### config.mk
export PLATFORM = sky130hd
export DESIGN_NAME = muldivunit
export DESIGN_NICKNAME = d
export VERILOG_FILES = /design/src/rtl/muldiv_pkg.sv /design/src/rtl/muldivcore.sv /design/src/rtl/muldivunit.sv
export SDC_FILE = /design/constraint.sdc
export NUM_CORES = 1
export LEC_CHECK = 0
export ABC_AREA = 1
export CAP_MARGIN = 5
export CORE_ASPECT_RATIO = 1.25
export CORE_MARGIN = 2
export CORE_UTILIZATION = 25
export CTS_CLUSTER_SIZE = 40
export DETAILED_ROUTE_END_ITERATION = 10
export PLACE_DENSITY = 0.52
export SLEW_MARGIN = 20
export SYNTH_ARGS = -nofsm -noshare
export SYNTH_HDL_FRONTEND = slang
export SYNTH_SLANG_ARGS = --single-unit
export TNS_END_PERCENT = 100
### constraint.sdc
create_clock -name clk -period 2.3 [get_ports clk]
set_input_delay 0.46 -clock clk [delete_from_list [all_inputs] [get_ports clk]]
set_output_delay 0.46 -clock clk [all_outputs]
set_load 0.03 [all_outputs]
### src/rtl/muldiv_pkg.sv
// muldiv_pkg: shared definitions for the iterative multiply/divide unit.
//   - funct field codes for the muldiv instruction class
//   - FSM state encoding used by muldivunit
package muldiv_pkg;

  localparam logic [5:0] FN_MFHI  = 6'h10;
  localparam logic [5:0] FN_MTHI  = 6'h11;
  localparam logic [5:0] FN_MFLO  = 6'h12;
  localparam logic [5:0] FN_MTLO  = 6'h13;
  localparam logic [5:0] FN_MULT  = 6'h18;
  localparam logic [5:0] FN_MULTU = 6'h19;
  localparam logic [5:0] FN_DIV   = 6'h1A;
  localparam logic [5:0] FN_DIVU  = 6'h1B;

  typedef enum logic [1:0] {
    IDLE = 2'd0,
    CALC = 2'd1,
    FIN  = 2'd2
  } md_state_e;

endpackage

### src/rtl/muldivcore.sv
// muldivcore: one-bit-per-step datapath for unsigned multiply and divide.
//   load   : capture operand magnitudes a (multiplier/dividend), b (multiplicand/divisor)
//   step   : perform one iteration (shift-add or restoring shift-subtract)
//   is_div : selects divide iteration when set, multiply otherwise
//   prod   : 2*DWIDTH product after DWIDTH steps
//   quot   : quotient after DWIDTH divide steps
//   rem    : remainder after DWIDTH divide steps
module muldivcore #(
  parameter int DWIDTH = 32
) (
  input  logic                  clk,
  input  logic                  rst_n,
  input  logic                  load,
  input  logic                  step,
  input  logic                  is_div,
  input  logic [DWIDTH-1:0]     a,
  input  logic [DWIDTH-1:0]     b,
  output logic [2*DWIDTH-1:0]   prod,
  output logic [DWIDTH-1:0]     quot,
  output logic [DWIDTH-1:0]     rem
);

  // Multiply uses all of acc_r; divide keeps the quotient (shifting in) in the low half.
  logic [2*DWIDTH-1:0] acc_r;
  logic [DWIDTH:0]     rem_r;
  logic [DWIDTH-1:0]   b_r;

  logic [DWIDTH:0]     mul_sum_s;
  logic [DWIDTH:0]     div_shift_s;
  logic                div_ge_s;

  // One iteration's arithmetic: partial-product add and trial subtraction compare
  always_comb begin
    mul_sum_s   = {1'b0, acc_r[2*DWIDTH-1:DWIDTH]};
    div_shift_s = {rem_r[DWIDTH-1:0], acc_r[DWIDTH-1]};
    div_ge_s    = 1'b0;
    if (acc_r[0]) begin
      mul_sum_s = {1'b0, acc_r[2*DWIDTH-1:DWIDTH]} + {1'b0, b_r};
    end else begin
      mul_sum_s = {1'b0, acc_r[2*DWIDTH-1:DWIDTH]};
    end
    if (div_shift_s >= {1'b0, b_r}) begin
      div_ge_s = 1'b1;
    end else begin
      div_ge_s = 1'b0;
    end
  end

  // Iteration registers: load operands, then advance one bit per step
  always_ff @(posedge clk or negedge rst_n) begin
    if (!rst_n) begin
      acc_r <= '0;
      rem_r <= '0;
      b_r   <= '0;
    end else if (load) begin
      acc_r <= {{DWIDTH{1'b0}}, a};
      rem_r <= '0;
      b_r   <= b;
    end else if (step) begin
      if (is_div) begin
        if (div_ge_s) begin
          rem_r <= div_shift_s - {1'b0, b_r};
          acc_r <= {acc_r[2*DWIDTH-1:DWIDTH], acc_r[DWIDTH-2:0], 1'b1};
        end else begin
          rem_r <= div_shift_s;
          acc_r <= {acc_r[2*DWIDTH-1:DWIDTH], acc_r[DWIDTH-2:0], 1'b0};
        end
      end else begin
        acc_r <= {mul_sum_s, acc_r[DWIDTH-1:1]};
      end
    end
  end

  assign prod = acc_r;
  assign quot = acc_r[DWIDTH-1:0];
  assign rem  = rem_r[DWIDTH-1:0];

endmodule

### src/rtl/muldivunit.sv
// muldivunit: EX-stage iterative MULT/MULTU/DIV/DIVU unit with HI/LO registers.
//   start/functin/opa/opb : instruction from ID/EX (funct codes in muldiv_pkg)
//   flush                 : squash in-flight operation, blocks acceptance in IDLE
//   busy                  : registered stall request while an op is in flight
//   done                  : one-cycle pulse after HI/LO take a MULT/DIV result
//   hi/lo                 : architectural HI/LO registers
module muldivunit
  import muldiv_pkg::*;
#(
  parameter int DWIDTH = 32
) (
  input  logic              clk,
  input  logic              rst_n,
  input  logic              start,
  input  logic [5:0]        functin,
  input  logic [DWIDTH-1:0] opa,
  input  logic [DWIDTH-1:0] opb,
  input  logic              flush,
  output logic              busy,
  output logic              done,
  output logic [DWIDTH-1:0] hi,
  output logic [DWIDTH-1:0] lo
);

  localparam int CW = $clog2(DWIDTH);

  md_state_e           state_r, state_next_s;
  logic [CW-1:0]       cnt_r;
  logic                is_div_r, neg_res_r, neg_rem_r, dz_r;
  logic [DWIDTH-1:0]   hi_r, lo_r;
  logic                busy_r, done_r;

  logic                op_mul_s, op_div_s, op_signed_s;
  logic                idle_take_s, accept_s, wr_mthi_s, wr_mtlo_s;
  logic                a_neg_s, b_neg_s;
  logic [DWIDTH-1:0]   mag_a_s, mag_b_s;
  logic                step_s, fin_wr_s;
  logic [2*DWIDTH-1:0] prod_s, prod_fix_s;
  logic [DWIDTH-1:0]   quot_s, rem_s, res_hi_s, res_lo_s;

  // Decode the presented instruction and prepare operand magnitudes
  always_comb begin
    op_mul_s    = (functin == FN_MULT) || (functin == FN_MULTU);
    op_div_s    = (functin == FN_DIV)  || (functin == FN_DIVU);
    op_signed_s = (functin == FN_MULT) || (functin == FN_DIV);
    idle_take_s = (state_r == IDLE) && start && !flush;
    accept_s    = idle_take_s && (op_mul_s || op_div_s);
    wr_mthi_s   = idle_take_s && (functin == FN_MTHI);
    wr_mtlo_s   = idle_take_s && (functin == FN_MTLO);
    a_neg_s     = op_signed_s && opa[DWIDTH-1];
    b_neg_s     = op_signed_s && opb[DWIDTH-1];
    if (a_neg_s) begin
      mag_a_s = -opa;
    end else begin
      mag_a_s = opa;
    end
    if (b_neg_s) begin
      mag_b_s = -opb;
    end else begin
      mag_b_s = opb;
    end
  end

  // Next-state logic; flush dominates everything outside IDLE
  always_comb begin
    state_next_s = state_r;
    case (state_r)
      IDLE: begin
        if (accept_s) begin
          state_next_s = CALC;
        end else begin
          state_next_s = IDLE;
        end
      end
      CALC: begin
        if (flush) begin
          state_next_s = IDLE;
        end else if (cnt_r == CW'(DWIDTH-1)) begin
          state_next_s = FIN;
        end else begin
          state_next_s = CALC;
        end
      end
      FIN: begin
        state_next_s = IDLE;
      end
      default: begin
        state_next_s = IDLE;
      end
    endcase
  end

  assign step_s   = (state_r == CALC) && !flush;
  assign fin_wr_s = (state_r == FIN) && !flush;

  muldivcore #(.DWIDTH(DWIDTH)) u_core (
    .clk    (clk),
    .rst_n  (rst_n),
    .load   (accept_s),
    .step   (step_s),
    .is_div (is_div_r),
    .a      (mag_a_s),
    .b      (mag_b_s),
    .prod   (prod_s),
    .quot   (quot_s),
    .rem    (rem_s)
  );

  // Sign correction of the unsigned core result.
  // Divide-by-zero leaves the quotient at all-ones; the remainder equals |opa|,
  // so restoring the dividend sign reproduces opa exactly in HI.
  always_comb begin
    prod_fix_s = prod_s;
    res_hi_s   = prod_s[2*DWIDTH-1:DWIDTH];
    res_lo_s   = prod_s[DWIDTH-1:0];
    if (is_div_r) begin
      if (dz_r) begin
        res_lo_s = {DWIDTH{1'b1}};
      end else if (neg_res_r) begin
        res_lo_s = -quot_s;
      end else begin
        res_lo_s = quot_s;
      end
      if (neg_rem_r) begin
        res_hi_s = -rem_s;
      end else begin
        res_hi_s = rem_s;
      end
    end else begin
      if (neg_res_r) begin
        prod_fix_s = -prod_s;
      end else begin
        prod_fix_s = prod_s;
      end
      res_hi_s = prod_fix_s[2*DWIDTH-1:DWIDTH];
      res_lo_s = prod_fix_s[DWIDTH-1:0];
    end
  end

  // FSM state, iteration counter and per-operation sign flags
  always_ff @(posedge clk or negedge rst_n) begin
    if (!rst_n) begin
      state_r   <= IDLE;
      cnt_r     <= '0;
      is_div_r  <= 1'b0;
      neg_res_r <= 1'b0;
      neg_rem_r <= 1'b0;
      dz_r      <= 1'b0;
    end else begin
      state_r <= state_next_s;
      if (accept_s) begin
        cnt_r     <= '0;
        is_div_r  <= op_div_s;
        neg_res_r <= a_neg_s ^ b_neg_s;
        neg_rem_r <= a_neg_s;
        dz_r      <= op_div_s && (opb == '0);
      end else if (step_s) begin
        cnt_r <= cnt_r + CW'(1);
      end
    end
  end

  // Architectural HI/LO plus registered busy/done status
  always_ff @(posedge clk or negedge rst_n) begin
    if (!rst_n) begin
      hi_r   <= '0;
      lo_r   <= '0;
      busy_r <= 1'b0;
      done_r <= 1'b0;
    end else begin
      busy_r <= (state_next_s != IDLE);
      done_r <= fin_wr_s;
      if (fin_wr_s) begin
        hi_r <= res_hi_s;
        lo_r <= res_lo_s;
      end else begin
        if (wr_mthi_s) begin
          hi_r <= opa;
        end
        if (wr_mtlo_s) begin
          lo_r <= opa;
        end
      end
    end
  end

  assign busy = busy_r;
  assign done = done_r;
  assign hi   = hi_r;
  assign lo   = lo_r;

endmodule

==> run metrics <==
run status=completed; skew final=30.80 ps; vias=23270; Avg Inst Size Synth=5.951 um2; fill cell count=8484; die height=about 320 um; vias in the first global route=22760; Core Rows=approximately 110; post-route ant nets=0; Syn Inst Count=approximately 3300; number of synthesized register bits=205; CP max-delay cell=dfrtp_1; CTS tree=done; share of cells above drive strength 1=0.1895; asr flop ratio synth=1.000; Mapped Area=19390 um2; Max clock buf depth=3; Final Hold Viols=0; I/O Pins=140; starting density of the core=0.2517; Place WS=-429.0 ps; Top FF cell, synth=dfrtp_1; Max-Cap Viols=0; Final period util=0.9638; Placeable Area=77020 um2; DIE WIDTH=253.1 um; P&R area growth vs syn=38.81%; # diodes=0; WP depth=10; largest fanout on the critical path=5; Worst-path clk slew=approximately 60 ps; hpwl dp=between 70000 and 80000 um; final worst setup slack=83.29 ps; clock latency on the worst-skew pair=580 ps; Critical Path RT=2770 ps; DRC violations left=0; HP Class=input pin to asynchronous set/reset pin; Post-synth EDFFs=0; Routed WL=slightly above 90000 um; # clock sinks=205; Die ar.=79820 um2; Initial DRC Count=1807; Syn Nets=3404; WL/cell=19.25 um; CP most frequent cell=nand2_1; unrepaired setup endpoints after global routing=yes; max_slew headroom=0.4399; pwr dens=767.7 nW/um2; Slew Viols, Final=0; H-tree levels=1; Cell Count, Final, Fillers Out=approximately 4800; worst-case reg-to-reg path depth=10; Overflow after GRT=0; CP cell instances=inv_1, nand4_1, nor2_1, nand2_1, nand2_1, nand4_1, nand3_1, nand2_1, nand2_1, nand2_1; first-pass GRT wire length=137300 um; Root Driver=clkbuf_16; placed cells=between 4000 and 5000; Vias/cell=4.857; Worst Max-Slew Pin Slew=831.3 ps; Final Net Count=3932; CTS Buf Count=27; power consumption=20.66 mW; Final min period=2217 ps; critical path startpoint category=flop; gpl congestion=between 1 and 1.5; delay-heaviest family, CP=simple AND/OR/NAND/NOR gates; initial antenna violation count=1; Setup CP Type=flop to flop; setup violators final=0; YS warnings=0; Seq/Total Area, Yosys=0.2646; final core area utilization=0.3494; delay of the slowest critical-path stage=a little over 500 ps; Bufs and invs on worst path=1; Port Buffers=139; Yosys cell types=57; f_max=451.1 MHz; CP Data Arrival Time=2680 ps; Total Routing Usage GR=0.2260; CP Capture Type=flop; Lkg Pwr=13.64 nW; drt first pass iters=6; worst vdd ir=0.5344 mV; largest net degree at the start of global routing=between 50 and 60
==> power by group <==
group,internal (mW),switching (mW),total [mW]
Combinational,4.29,6.71,11.0
Clock,2.71,1.82,4.54
Sequential,4.28,0.851,5.13
==> synth_stat cells (3+ instances only) <==
cell type  count  area [um2]
o21bai_1      10       75.07
a22oi_1       21       157.7
o31ai_1        3       22.52
inv_1        418        1569
o22ai_1        9       56.30
xor2_1        32       280.3
o21ai_1       35       175.2
o21ai_2        3       26.28
nand4_1       47       294.0
nand2_1     1091        4095
nand3_1      318        1592
a221oi_1       3       26.28
o211ai_1      36       270.3
inv_2         21       78.83
nand3b_1      13       97.59
buf_6          5       56.30
buf_2         30       150.1
nor3_1        34       170.2
or2_2          4       25.02
nand3_2        3       30.03
dfrtp_1      205        5130
nor2_4         3       33.78
ha_1          70       875.8
nor4_1         4       25.02
nand2_4        5       56.30
nor2_2        14       87.58
clkbuf_1      57       214.0
o311ai_1       3       26.28
a21oi_1      130       650.6
a31oi_1        6       37.54
nor2_1       337        1265
o221ai_1      11       96.34
o21a_1         4       30.03
nand2_2        7       43.79
buf_1          5       18.77
o21ai_0      206        1031
xnor2_1       28       245.2
==> metal layers <==
layer	share of wire	vias up	track usage
li1	-	11580	-
met5	0.000076	-	0
met2	0.49	730	0.4002
met1	0.42	10780	0.2783
met4	0.049	2	0.09790
met3	0.043	177	0.02173
==> sequential cells by signal (all words and copies together) (netlist names) <==
name,count
busy,1
cnt_r,5
done,1
dz_r,1
hi,32
is_div_r,1
lo,32
neg_rem_r,1
neg_res_r,1
state_r,2
u_core.b_r,32
u_core.prod,64
u_core.rem_r,32
==> path summary, 6_finish.rpt <==
check                      slack, ps                   endpoint                         from
max                               80         hi[19]$_DFFE_PN0P_  u_core.prod[45]$_DFFE_PN0P_
min                              390         hi[15]$_DFFE_PN0P_                        rst_n
max reg2reg                       80         hi[19]$_DFFE_PN0P_  u_core.prod[45]$_DFFE_PN0P_
min in group clk                 460       cnt_r[3]$_DFFE_PN0P_         cnt_r[3]$_DFFE_PN0P_
min reg2reg                      460       cnt_r[3]$_DFFE_PN0P_         cnt_r[3]$_DFFE_PN0P_
max in group asynchronous       1160  u_core.b_r[7]$_DFFE_PN0P_                        rst_n
==> placed cells by master (no fill, tap or decap), drive strengths merged, types with 2 or more instances in the layout <==
cell	Yosys	routed
o22ai	9	9
nand3	322	322
clkbuf	57	38
clkdlybuf4s50	0	137
nor2	355	355
o21a	4	4
o21ai	245	245
bufinv	0	3
dfrtp	205	205
xnor2	28	28
fa	2	2
nor3	36	36
o211ai	36	36
and2	2	2
nand3b	14	14
a31oi	6	6
a32oi	2	2
o311ai	3	3
o31ai	3	3
a22o	2	2
a221oi	3	3
a21o	2	2
xor2	32	32
o21bai	10	10
clkinv	2	7
nand2	1103	1103
a21boi	2	2
buf	41	458
nand4	47	47
o221ai	11	11
inv	439	440
ha	70	70
a22oi	21	21
a21oi	131	131
nor4	4	4
or2	5	5
==> final cells by class <==
cell class / instances / area (um2) / area share
multi-input cells: 2514 / 12820 / 0.4764
flip-flops and latches: 205 / 5139 / 0.1909
repair buffers: 597 / 5134 / 0.1907
inverters: 441 / 1657 / 0.06155
well taps: 986 / 1234 / 0.04583
clock buffers: 38 / 787.0 / 0.02924
clock inverters: 10 / 142.6 / 0.005299
==> what timing repair did <==
item | 4_1_cts | 5_1_grt
gates cloned | 0 | 0
hold buffers | 1 | 0
gates resized for setup | 12 | 161
pin swaps | 0 | 11
setup buffers | 0 | 7
hold endpoints to repair | 45 | 0
endpoints found under the setup margin | 36 | 79
==> through the flow <==
stage,TNS (ps),area [um2],hold WS (ps)
2_1_floorplan,0,19390,164.4
3_3_place_gp,-34780,25230,407.5
3_5_place_dp,-36670,25230,409.9
4_1_cts,-81.53,26200,391.7
5_1_grt,-130.6,26920,420.1
6_report,0,26920,385.9
==> kinds of logic after synthesis <==
| kind of cell | after synthesis | synth area share |
|---|---|---|
| flip-flops | 205 | 0.2646 |
| AO/OA/AOI/OAI | 493 | 0.1443 |
| buffers and inverters | 539 | 0.1085 |
| adder cells (fa/ha/maj) | 72 | 0.04724 |
| XOR/XNOR | 60 | 0.02710 |
| AND/OR/NAND/NOR | 1889 | 0.4083 |
(Power assumes the default switching activity.)
